### config.mk
export PLATFORM = sky130hd
export DESIGN_NAME = route_sel_ctrl
export DESIGN_NICKNAME = d
export VERILOG_FILES = /design/src/rtl/route_pkg.sv /design/src/rtl/btn_debounce.sv /design/src/rtl/route_sel_ctrl.sv
export SDC_FILE = /design/constraint.sdc
export NUM_CORES = 1
export LEC_CHECK = 0
export CAP_MARGIN = 15
export CELL_PAD_IN_SITES_DETAIL_PLACEMENT = 1
export CELL_PAD_IN_SITES_GLOBAL_PLACEMENT = 2
export CORE_MARGIN = 3
export CORE_UTILIZATION = 35
export DETAILED_ROUTE_END_ITERATION = 10
export HOLD_SLACK_MARGIN = 0.03
export PLACE_DENSITY = 0.78
export SYNTH_ARGS = -nofsm -noshare
export SYNTH_HDL_FRONTEND = slang
export SYNTH_SLANG_ARGS = --single-unit
### constraint.sdc
create_clock -name clk_in -period 2.5 [get_ports clk_in]
set_clock_uncertainty 0.1 [all_clocks]
set_input_delay 0.25 -clock clk_in [delete_from_list [all_inputs] [get_ports clk_in]]
set_output_delay 0.25 -clock clk_in [all_outputs]
set_load 0.005 [all_outputs]
### src/rtl/route_pkg.sv
// rtl/route_pkg.sv - route-code limits, FSM state type and next-route helper for route_sel_ctrl
package route_pkg;
   localparam int SEL_W      = 4;
   localparam int SEL_MAX    = 11;
   localparam int PAIR_COUNT = 6;

   typedef enum logic [1:0] {
      ST_IDLE   = 2'd0,
      ST_BLANK  = 2'd1,
      ST_COMMIT = 2'd2
   } route_state_t;

   // bits[3:1] = pair/console index, bit0 = player swap
   function automatic logic [SEL_W-1:0] next_route(input logic [SEL_W-1:0] base,
                                                   input logic             mode,
                                                   input logic             swap);
      logic [2:0] idx;
      idx = base[3:1];
      if (mode) idx = (idx == 3'(PAIR_COUNT - 1)) ? 3'd0 : idx + 3'd1;
      return {idx, base[0] ^ swap};
   endfunction
endpackage

### src/rtl/btn_debounce.sv
// rtl/btn_debounce.sv - 2-flop synchronizer, stable-sample debounce and single-cycle press pulse
module btn_debounce #(
   parameter int DEBOUNCE_CYCLES = 250000
) (
   input  logic clk_in,
   input  logic reset_in,
   input  logic btn_in,
   output logic press_out
);
   localparam int CNT_W = $clog2(DEBOUNCE_CYCLES + 1);

   logic [1:0]       r_sync;
   logic             r_level;
   logic [CNT_W-1:0] r_cnt;
   logic             r_press;

   always_ff @(posedge clk_in) begin
      if (reset_in) begin
         r_sync  <= 2'b00;
         r_level <= 1'b0;
         r_cnt   <= '0;
         r_press <= 1'b0;
      end else begin
         r_sync  <= {r_sync[0], btn_in};
         r_press <= 1'b0;
         // any sample equal to the accepted level restarts the stability count
         if (r_sync[1] == r_level) begin
            r_cnt <= '0;
         end else if (r_cnt == CNT_W'(DEBOUNCE_CYCLES - 1)) begin
            r_level <= r_sync[1];
            r_cnt   <= '0;
            r_press <= r_sync[1];
         end else begin
            r_cnt <= r_cnt + CNT_W'(1);
         end
      end
   end

   assign press_out = r_press;
endmodule

### src/rtl/route_sel_ctrl.sv
// rtl/route_sel_ctrl.sv - router select controller; ROUTE_BLANK_EN enables the blank/commit FSM
module route_sel_ctrl
   import route_pkg::*;
#(
   parameter int DEBOUNCE_CYCLES = 250000,
   parameter int BLANK_CYCLES    = 16
) (
   input  logic             clk_in,
   input  logic             reset_in,
   input  logic             mode_btn_in,
   input  logic             swap_btn_in,
   input  logic [SEL_W-1:0] host_sel_in,
   input  logic             host_load_in,
   output logic             host_ack_out,
   output logic             host_err_out,
   output logic [SEL_W-1:0] select_out,
   output logic             blank_out,
   output logic             busy_out
);
   if (BLANK_CYCLES < 1 || BLANK_CYCLES > 255) begin : g_blank_range
      $error("BLANK_CYCLES must be within 1..255");
   end

   logic             w_mode_press;
   logic             w_swap_press;
   logic             w_host_ok;
   logic             w_btn_req;
   logic             w_req_valid;
   logic [SEL_W-1:0] w_base;
   logic [SEL_W-1:0] w_req_code;
   logic [SEL_W-1:0] r_select;
   logic             r_ack;
   logic             r_err;

   btn_debounce #(.DEBOUNCE_CYCLES(DEBOUNCE_CYCLES)) u_mode_db (
      .clk_in(clk_in), .reset_in(reset_in), .btn_in(mode_btn_in), .press_out(w_mode_press)
   );
   btn_debounce #(.DEBOUNCE_CYCLES(DEBOUNCE_CYCLES)) u_swap_db (
      .clk_in(clk_in), .reset_in(reset_in), .btn_in(swap_btn_in), .press_out(w_swap_press)
   );

   // a host strobe, good or bad, discards any button press in the same cycle
   assign w_host_ok   = host_load_in && (host_sel_in <= SEL_W'(SEL_MAX));
   assign w_btn_req   = !host_load_in && (w_mode_press || w_swap_press);
   assign w_req_valid = w_host_ok || w_btn_req;
   assign w_req_code  = w_host_ok ? host_sel_in : next_route(w_base, w_mode_press, w_swap_press);

   always_ff @(posedge clk_in) begin
      if (reset_in) begin
         r_ack <= 1'b0;
         r_err <= 1'b0;
      end else begin
         r_ack <= w_host_ok;
         r_err <= host_load_in && !w_host_ok;
      end
   end

`ifdef ROUTE_BLANK_EN
   route_state_t     r_state;
   logic [7:0]       r_cnt;
   logic [SEL_W-1:0] r_target;
   logic [SEL_W-1:0] r_pend;
   logic             r_pend_valid;
   logic             r_blank;
   logic             r_busy;
   logic [SEL_W-1:0] w_idle_target;
   logic             w_idle_go;

   assign w_base        = r_pend_valid ? r_pend : r_select;
   assign w_idle_target = w_req_valid ? w_req_code : r_pend;
   assign w_idle_go     = (w_req_valid || r_pend_valid) && (w_idle_target != r_select);

   always_ff @(posedge clk_in) begin
      if (reset_in) begin
         r_state      <= ST_IDLE;
         r_cnt        <= 8'd0;
         r_target     <= '0;
         r_pend       <= '0;
         r_pend_valid <= 1'b0;
         r_select     <= '0;
         r_blank      <= 1'b0;
         r_busy       <= 1'b0;
      end else begin
         case (r_state)
            ST_IDLE: begin
               r_pend_valid <= 1'b0;
               if (w_idle_go) begin
                  r_state  <= ST_BLANK;
                  r_cnt    <= 8'(BLANK_CYCLES - 1);
                  r_target <= w_idle_target;
                  r_blank  <= 1'b1;
                  r_busy   <= 1'b1;
               end
            end
            ST_BLANK: begin
               if (r_cnt == 8'd0) begin
                  r_state  <= ST_COMMIT;
                  r_select <= r_target;
               end else begin
                  r_cnt <= r_cnt - 8'd1;
               end
            end
            default: begin
               r_state <= ST_IDLE;
               r_blank <= 1'b0;
               r_busy  <= 1'b0;
            end
         endcase
         // requests during a transition park here; the newest one wins
         if (r_state != ST_IDLE && w_req_valid) begin
            r_pend       <= w_req_code;
            r_pend_valid <= 1'b1;
         end
      end
   end

   assign blank_out = r_blank;
   assign busy_out  = r_busy;
`else
   assign w_base = r_select;

   always_ff @(posedge clk_in) begin
      if (reset_in)         r_select <= '0;
      else if (w_req_valid) r_select <= w_req_code;
   end

   assign blank_out = 1'b0;
   assign busy_out  = 1'b0;
`endif

   assign select_out   = r_select;
   assign host_ack_out = r_ack;
   assign host_err_out = r_err;
endmodule

==> flow_summary_export.csv, run 1 <==
group,metric,value,unit
cells_and_area,fin_nets,276,
drt,routed.top_layer,"met4",
drt,drc,0,
drt,wl_met3,136,um
global_route,grt_max_degree,19,
global_route,overflow,0,
drt,wl_met2,2000,um
setup_path,cpPeakStageDelay,0.55,ns
drt,wl_per_cell,13.7,um
synth,ys_warn_count,0,
sta,finalCritPeriodShare,0.822,
clock_network,cts_buffers,5,
synth,ys_ff_latch,50,
clock_network,htreeDepth,2,
clock_network,clock-sinks,50,
placed_design,post-place-ws,0.465,ns
hold_path,worstHoldPathType,"reg -> reg",
run,cap_violations,0,
cells_and_area,final_common_cell,"dfxtp_1",
sta,finalHoldViolCount,0,
setup_path,cp_max_fo,6,
cells_and_area,n_antenna_cell,0,
cells_and_area,drive_gt1_frac,0.0752,
clock_network,ctsResizeCount,0,
clock_network,clk_latency,0.30,ns
synth,syn_area,2190,sq um
setup_path,arrival,2.16,ns
global_route,antenna_found_initial,0,
cells_and_area,final_cell_mix,"50 x dfxtp_1, 45 x nor2_1, 27 x xnor2_1",
die,dieHeight,85.1,um
clock_network,cts_setup_buffers,0,
sta,tns,0,ns
sta,rsz0062_at_grt,"no",
placed_design,gp_congestion,0.747,
synth,syn_area_per_cell,8.93,sq um
synth,synth.distinct_cells,43,
placed_design,numPortBuffers,14,
setup_path,worstPathRequired,2.60,ns
die,rows,28,
setup_path,crit_chain,"ha_1, nand3_1, or4_1, or2_2, and3_1",
power_and_ir_drop,leakage,0.751,nW
sta,setup_viol,0,
synth,synth_edf_count,0,
sta,slew_viol_final,0,
clock_network,clkSlewWorstSetupHoldPaths,0.09,ns
die,die-width,85.1,um
global_route,grt_first_pass_wirelength,8320,um
global_route,grt_use_total,0.141,
synth,ys_seq_area_frac,0.457,
sta,period_needed,2.06,ns
drt,drt_iter0_markers,54,
die,initial_core_util,0.365,
synth,syn_inst,245,
cells_and_area,fillers,725,
placed_design,dpl.hpwl,3390,um
drt,m1WireLength,2470,um
drt,ant_nets,0,
clock_network,clock-root-buffer,"clkbuf_8",
setup_path,end_kind,"register",
power_and_ir_drop,power.density,537,nW/um^2
status,outcome,"finished, final reports clean",
cells_and_area,syn_to_final_growth,15.0,%
setup_path,slowest_stage,"or4_1",
drt,firstDrtPassIters,4,
clock_network,cts_tree,"yes",
sta,clock.fmax,486,MHz
clock_network,clockBufferDepth,2,
die,die_area,7240,sq um
setup_path,crit_type,"reg -> reg",
synth,synth_ff_type,"dfxtp_1",
global_route,grt_pass1_vias,1751,
synth,synthArstFlopShare,0,
drt,vias,1746,
clock_network,cts_hold_buf,0,
drt,wl,4670,um
sta,fin_ws,0.444,ns
power_and_ir_drop,peakVddDrop,0.200,mV
drt,vias_per_cell,5.12,
setup_path,startpoint_type,"register",
die,coreArea,5990,sq um
die,pin_count,17,
==> synthesized netlist by cell type, drive strengths merged (3+ instances only) <==
| cell | n | area, sq um |
|---|---|---|
| xnor2 | 27 | 236 |
| or3 | 3 | 18.8 |
| dfxtp | 50 | 1000 |
| nor2 | 45 | 169 |
| inv | 7 | 26.3 |
| nor4 | 12 | 75.1 |
| o21ai | 7 | 38.8 |
| nand4 | 12 | 81.3 |
| or4 | 5 | 41.3 |
| nand2 | 9 | 41.3 |
| xor2 | 5 | 43.8 |
| nand3 | 12 | 77.6 |
| nor3 | 8 | 40.0 |
| nand2b | 5 | 31.3 |
| a21oi | 5 | 25.0 |
| buf | 5 | 30.0 |
| nor2b | 6 | 37.5 |
==> critical path: cells and delay by family (launching register included) <==
family,cells,cell delay (ns)
simple gates,4,1.19
fa+ha+maj,1,0.24
flops,1,0.44
==> layer usage <==
metal,vias to the layer above,GRT usage
li1,892,-
met1,827,0.197
met2,21,0.212
met3,6,0.0301
met4,0,0.0518
met5,-,0
==> cells by family (layout without fill, tap and decap cells) <==
family / Yosys count / after routing / synth area share
other cells: 1 / 2 / 0.00171
fa+ha+maj: 2 / 2 / 0.0114
simple gates: 126 / 126 / 0.313
mux: 1 / 1 / 0.00457
buf+inv: 14 / 34 / 0.0297
compound gates: 19 / 19 / 0.0537
flops: 50 / 50 / 0.457
xor+xnor: 32 / 32 / 0.128
==> final timing paths <==
kind                                  start                              to  slack (ns)  depth (start not counted)
min reg2reg  u_swap_db.r_level$_SDFFE_PP0P_  u_swap_db.press_out$_SDFF_PP0_        0.35                          1
min          u_swap_db.r_level$_SDFFE_PP0P_  u_swap_db.press_out$_SDFF_PP0_        0.35                          1
max reg2reg   u_swap_db.r_cnt[0]$_SDFF_PP0_   u_swap_db.r_cnt[1]$_SDFF_PP0_        0.44                          5
max           u_swap_db.r_cnt[0]$_SDFF_PP0_   u_swap_db.r_cnt[1]$_SDFF_PP0_        0.44                          5
==> power by group <==
| part | switching (mW) | leakage (nW) | internal [mW] | total, mW |
|---|---|---|---|---|
| sequential | 0.00651 | 0.405 | 0.805 | 0.812 |
| clock | 0.259 | 0.0482 | 0.224 | 0.483 |
| combinational | 0.0235 | 0.298 | 0.0333 | 0.0568 |
| total | 0.289 | 0.751 | 1.06 | 1.35 |
==> area by class of cell <==
cell class	count	area [sq um]	area share
multi-input cells	182	1130	0.448
flip-flops and latches	50	1000	0.398
repair buffers	19	178	0.0706
well taps	75	93.8	0.0373
clock buffers	7	86.3	0.0343
inverters	7	26.3	0.0104
clock inverters	1	5.00	0.00199
==> sequential cells by signal, indices dropped and copies added (netlist names) <==
register and count:
select_out 4, u_swap_db.r_sync 2, u_swap_db.r_level 1, u_mode_db.r_cnt 18, u_swap_db.r_cnt 18, u_swap_db.press_out 1, u_mode_db.r_level 1, u_mode_db.r_sync 2
host_ack_out 1, u_mode_db.press_out 1, host_err_out 1
==> metrics by stage <==
stage	util	instance area, sq um	hold slack (ns)	total power, mW	cells
finish	0.420	2520	0.350	1.35	341
floorplan	-	2190	0.267	0.856	246
global route	0.420	2520	0.377	1.41	341
detailed placement	0.405	2420	0.339	0.888	333
CTS	0.420	2520	0.356	1.38	341
global placement	0.405	2420	0.322	0.887	333
No activity file was read; power rests on OpenSTA's default activity.
==> run 2: changes to the inputs <==
- CORE_UTILIZATION: 35 -> 32
- PLACE_DENSITY: 0.78 -> 0.75
- clock period: 2.5 -> 1.83 ns (I/O delays scaled with it)
==> flow_summary_export.csv, run 2 (synthesized netlist as in run 1, its figures left out) <==
group,metric,value,unit
drt,firstDrtPassIters,4,
setup_path,cpPeakStageDelay,0.57,ns
power_and_ir_drop,power_frac_comb,0.045,
sta,fin_ws,0.0563,ns
setup_path,startpoint_type,"register",
power_and_ir_drop,leakage,0.867,nW
power_and_ir_drop,p_clk_frac,0.349,
sta,period_needed,1.77,ns
global_route,overflow,0,
setup_path,crit_type,"reg -> reg",
power_and_ir_drop,power.switching,0.408,mW
global_route,grt_pass1_vias,1834,
cells_and_area,final_util,0.425,
setup_path,r2r_cells,4,
die,dieHeight,88.7,um
clock_network,clkSlewWorstSetupHoldPaths,0.10,ns
die,die-width,88.7,um
cells_and_area,fin_nets,297,
sta,finalCritPeriodShare,0.969,
die,coreArea,6490,sq um
clock_network,clock-sinks,50,
clock_network,cts_tree,"yes",
die,die_area,7870,sq um
clock_network,clockBufferDepth,2,
sta,finalHoldViolCount,0,
setup_path,r2r-end,"u_swap_db.r_cnt[15]$_SDFF_PP0_",
sta,rsz0062_at_grt,"yes",
sta,tns,0,ns
cells_and_area,n_antenna_cell,0,
global_route,grt_max_degree,19,
setup_path,crit_start,"u_swap_db.r_cnt[3]$_SDFF_PP0_",
drt,vias_per_cell,5.06,
global_route,grt_use_total,0.135,
cells_and_area,fillers,765,
setup_path,worstPathRequired,1.97,ns
setup_path,path_buf_inv,0,
clock_network,clk_latency,0.30,ns
placed_design,gp_congestion,0.760,
drt,wl_per_cell,13.4,um
clock_network,clock-root-buffer,"clkbuf_8",
setup_path,path_depth,4,
cells_and_area,final_common_cell,"nor2_1",
power_and_ir_drop,power.density,661,nW/um^2
setup_path,cpLargestDelayFamily,"simple AND/OR/NAND/NOR gates",
sta,clock.fmax,564,MHz
placed_design,dpl.hpwl,3580,um
die,initial_core_util,0.337,
hold_path,worstHoldPathType,"in -> reg",
drt,ant_nets,0,
sta,fin_hold_ws,0.328,ns
power_and_ir_drop,swShare,0.223,
drt,wl,4870,um
die,pin_count,17,
power_and_ir_drop,finalPower,1.83,mW
clock_network,cts_buffers,5,
cells_and_area,drive_gt1_frac,0.216,
global_route,antenna_found_initial,0,
sta,setup_viol,0,
setup_path,timing.rr.start,"u_swap_db.r_cnt[3]$_SDFF_PP0_",
die,rows,29,
setup_path,crit_chain,"nand3_2, or4_4, or4_4, a21oi_2",
drt,drt_iter0_markers,66,
setup_path,critPathCapture,"u_swap_db.r_cnt[15]$_SDFF_PP0_",
cells_and_area,design_area,2760,sq um
setup_path,cp_common_cell,"or4_4",
global_route,grt_first_pass_wirelength,8570,um
placed_design,dpl_cell_area,2590,sq um
power_and_ir_drop,seqPwrFrac,0.606,
placed_design,numPortBuffers,14,
status,outcome,"finished, final reports clean",
setup_path,slowest_stage,"or4_4",
cells_and_area,syn_to_final_growth,26.2,%
cells_and_area,final_cells,364,
power_and_ir_drop,internal_power,1.42,mW
drt,drc,0,
setup_path,end_kind,"register",
drt,vias,1841,
power_and_ir_drop,peakVddDrop,0.340,mV
setup_path,cp_max_fo,4,
run,cap_violations,0,
clock_network,htreeDepth,2,
placed_design,post-place-ws,-0.0122,ns
setup_path,arrival,1.92,ns
setup_path,rrSetupSlack,0.06,ns
placed_design,dp_cells,353,
cells_and_area,final_cell_mix,"45 x nor2_1, 40 x dfxtp_1, 27 x xnor2_1",
sta,slew_viol_final,0,
-- run 2: cell types whose count changed in the layout (fill, tap and decap cells not counted), moves of 2 or more --
cell,change
buf_4,+19
dfxtp_1,-10
dfxtp_2,+8
or4_1,-4
or4_4,+4
a21oi_1,-2
a21oi_2,+2
buf_6,+2
dfxtp_4,+2
nor4_1,-2
nor4_2,+2
-- run 2: per-layer routing --
metal	vias to the layer above	share of wire	track usage
li1	930	-	-
met1	882	0.51	0.184
met2	23	0.45	0.217
met3	6	0.031	0.0307
met4	0	0.0078	0.0288
met5	-	0	0
-- run 2: how the worst min path moves through the flow --
stage / startpoint / endpoint / slack (ns) / cells past startpoint
after floorplan: host_load_in / select_out[3]$_SDFFE_PP0P_ / 0.20 / 1
after global placement: u_swap_db.r_sync[0]$_SDFF_PP0_ / u_swap_db.r_sync[1]$_SDFF_PP0_ / 0.32 / 1
after detailed placement: u_mode_db.r_sync[0]$_SDFF_PP0_ / u_mode_db.r_sync[1]$_SDFF_PP0_ / 0.33 / 1
after CTS: swap_btn_in / u_swap_db.r_sync[0]$_SDFF_PP0_ / 0.32 / 2
after global routing: swap_btn_in / u_swap_db.r_sync[0]$_SDFF_PP0_ / 0.31 / 2
final: swap_btn_in / u_swap_db.r_sync[0]$_SDFF_PP0_ / 0.33 / 2
-- run 2: layout make-up --
class / count / area [sq um] / share of cell area
multi-input cells: 182 / 1190 / 0.431
clock inverters: 2 / 13.8 / 0.00498
repair buffers: 40 / 343 / 0.124
flip-flops and latches: 50 / 1020 / 0.369
well taps: 77 / 96.3 / 0.0349
clock buffers: 6 / 72.6 / 0.0263
inverters: 7 / 26.3 / 0.00952
-- run 2: power groups by stage --
| stage | registers (mW) | logic (mW) | clock network, mW |
|---|---|---|---|
| floorplan | 1.13 | 0.0361 | 0 |
| global placement | 1.13 | 0.0807 | 0 |
| detailed placement | 1.13 | 0.0808 | 0 |
| CTS | 1.11 | 0.0831 | 0.670 |
| global route | 1.11 | 0.0937 | 0.717 |
| finish | 1.11 | 0.0825 | 0.637 |
-- run 2: repair_timing --
| item | in CTS | in global routing |
|---|---|---|
| pin swaps | 0 | 3 |
| resized for setup | 2 | 20 |
| setup endpoints to repair | 10 | 28 |
| buffers inserted | 3 | 1 |
| hold buffers | 0 | 0 |
==> run 3: changes to the inputs <==
--- a/config.mk
+++ b/config.mk
@@ -6,5 +6,5 @@
 export NUM_CORES = 1
 export LEC_CHECK = 0
-export CAP_MARGIN = 15
+export CAP_MARGIN = 30
 export CELL_PAD_IN_SITES_DETAIL_PLACEMENT = 1
 export CELL_PAD_IN_SITES_GLOBAL_PLACEMENT = 2
==> constraint.sdc (replaced) <==
create_clock -name clk_in -period 1.83 [get_ports clk_in]
set_clock_uncertainty 0.1 [all_clocks]
set_input_delay 0.2745 -clock clk_in [delete_from_list [all_inputs] [get_ports clk_in]]
set_output_delay 0.2745 -clock clk_in [all_outputs]
set_load 0.005 [all_outputs]
==> flow_summary_export.csv, run 3 (synthesized netlist as in run 1, its figures left out) <==
group,metric,value,unit
clock_network,clk_latency,0.30,ns
sta,setup_viol,0,
drt,m1WireLength,2480,um
drt,drt_iter0_markers,55,
die,initial_core_util,0.337,
global_route,grt_pass1_vias,1811,
power_and_ir_drop,leakage,0.904,nW
die,coreArea,6490,sq um
setup_path,slowest_stage,"or4_4",
placed_design,gp_congestion,0.790,
cells_and_area,syn_to_final_growth,28.5,%
global_route,grt_use_total,0.135,
hold_path,worstHoldPathType,"reg -> reg",
die,rows,29,
drt,ant_nets,0,
drt,routed.top_layer,"met4",
sta,rsz0062_at_grt,"yes",
clock_network,htreeDepth,2,
cells_and_area,design_area,2810,sq um
die,die_area,7870,sq um
placed_design,dpl.hpwl,3500,um
setup_path,cp_max_fo,3,
drt,drc,0,
sta,slew_viol_final,0,
die,dieHeight,88.7,um
global_route,overflow,0,
cells_and_area,final_cells,367,
clock_network,cts_hold_buf,0,
global_route,grt_first_pass_wirelength,8400,um
setup_path,cpPeakStageDelay,0.56,ns
die,pin_count,17,
clock_network,cts_tree,"yes",
clock_network,clock-sinks,50,
clock_network,clockBufferDepth,2,
drt,firstDrtPassIters,4,
run,cap_violations,0,
sta,clock.fmax,548,MHz
power_and_ir_drop,internal_power,1.73,mW
clock_network,cts_buffers,5,
power_and_ir_drop,power.density,764,nW/um^2
drt,wl,4940,um
placed_design,dp_cells,357,
clock_network,clkSlewWorstSetupHoldPaths,0.09,ns
die,die-width,88.7,um
setup_path,rrSetupSlack,0.006,ns
status,outcome,"finished, final reports clean",
placed_design,dpl_cell_area,2630,sq um
setup_path,arrival,1.93,ns
drt,vias,1838,
cells_and_area,final_common_cell,"nor2_1",
sta,finalCritPeriodShare,0.997,
drt,wl_met3,153,um
cells_and_area,drive_gt1_frac,0.197,
global_route,antenna_found_initial,0,
power_and_ir_drop,swShare,0.193,
setup_path,end_kind,"register",
setup_path,crit_chain,"ha_4, nand3_2, or4_4, or2_4, and3_4",
power_and_ir_drop,p_clk_frac,0.445,
clock_network,clock-root-buffer,"clkbuf_8",
drt,vias_per_cell,5.01,
power_and_ir_drop,peakVddDrop,0.301,mV
placed_design,numPortBuffers,14,
setup_path,worstPathRequired,1.93,ns
power_and_ir_drop,seqPwrFrac,0.515,
cells_and_area,n_antenna_cell,0,
global_route,grt_max_degree,19,
cells_and_area,fin_nets,300,
setup_path,startpoint_type,"register",
cells_and_area,final_util,0.433,
sta,period_needed,1.82,ns
power_and_ir_drop,power.switching,0.415,mW
power_and_ir_drop,power_frac_comb,0.040,
cells_and_area,fillers,758,
drt,wl_per_cell,13.5,um
cells_and_area,final_cell_mix,"45 x nor2_1, 42 x dfxtp_1, 28 x buf_4",
drt,wl_met2,2270,um
sta,finalHoldViolCount,0,
setup_path,crit_type,"reg -> reg",
## run 3: metrics by stage
stage / hold slack (ns) / power (mW) / setup slack, ns / TNS (ns)
2_1_floorplan: 0.291 / 1.17 / 0.0299 / 0
3_3_place_gp: 0.323 / 1.22 / 0.0392 / 0
3_5_place_dp: 0.329 / 1.22 / -0.0105 / -0.0105
4_1_cts: 0.353 / 2.18 / 0.00671 / 0
5_1_grt: 0.365 / 2.25 / -0.0442 / -0.0803
6_report: 0.353 / 2.15 / 0.00637 / 0
## run 3: power by group through the flow
stage	clock network (mW)	registers (mW)	logic [mW]
final	0.955	1.11	0.0859
after global routing	1.04	1.11	0.0963
after CTS	0.988	1.11	0.0869
after detailed placement	0	1.13	0.0854
after global placement	0	1.13	0.0850
after floorplan	0	1.13	0.0361
## run 3: final timing paths
path | from | endpoint | cells after the start
setup / recovery | u_swap_db.r_cnt[0]$_SDFF_PP0_ | u_swap_db.r_cnt[1]$_SDFF_PP0_ | 5
hold / removal | u_mode_db.r_cnt[0]$_SDFF_PP0_ | u_mode_db.r_cnt[0]$_SDFF_PP0_ | 1
setup reg to reg | u_swap_db.r_cnt[0]$_SDFF_PP0_ | u_swap_db.r_cnt[1]$_SDFF_PP0_ | 5
hold reg to reg | u_mode_db.r_cnt[0]$_SDFF_PP0_ | u_mode_db.r_cnt[0]$_SDFF_PP0_ | 1
## run 3: per-layer routing
| layer | GRT usage | up-vias |
|---|---|---|
| li1 | - | 939 |
| met1 | 0.172 | 876 |
| met2 | 0.227 | 19 |
| met3 | 0.0317 | 4 |
| met4 | 0.0371 | 0 |
| met5 | 0 | - |
## run 3: cell type report
cell class	instances	area (sq um)	area share
Multi-Input combinational cell	182	1160	0.413
Timing Repair Buffer	43	370	0.132
Clock inverter	2	60.1	0.0214
Clock buffer	6	82.6	0.0294
Inverter	7	26.3	0.00935
Tap cell	77	96.3	0.0343
Sequential cell	50	1010	0.360
## run 3: critical path, delay by kind of cell, from the launching register on
kind / cells / cell delay [ns]
flops: 1 / 0.36
fa+ha+maj: 1 / 0.15
simple gates: 4 / 1.12
## run 3: repair_timing
action / CTS / global route
buffers inserted: 0 / 2
endpoints found under the setup margin: 3 / 5
gates resized for setup: 3 / 7
pin swaps: 0 / 4
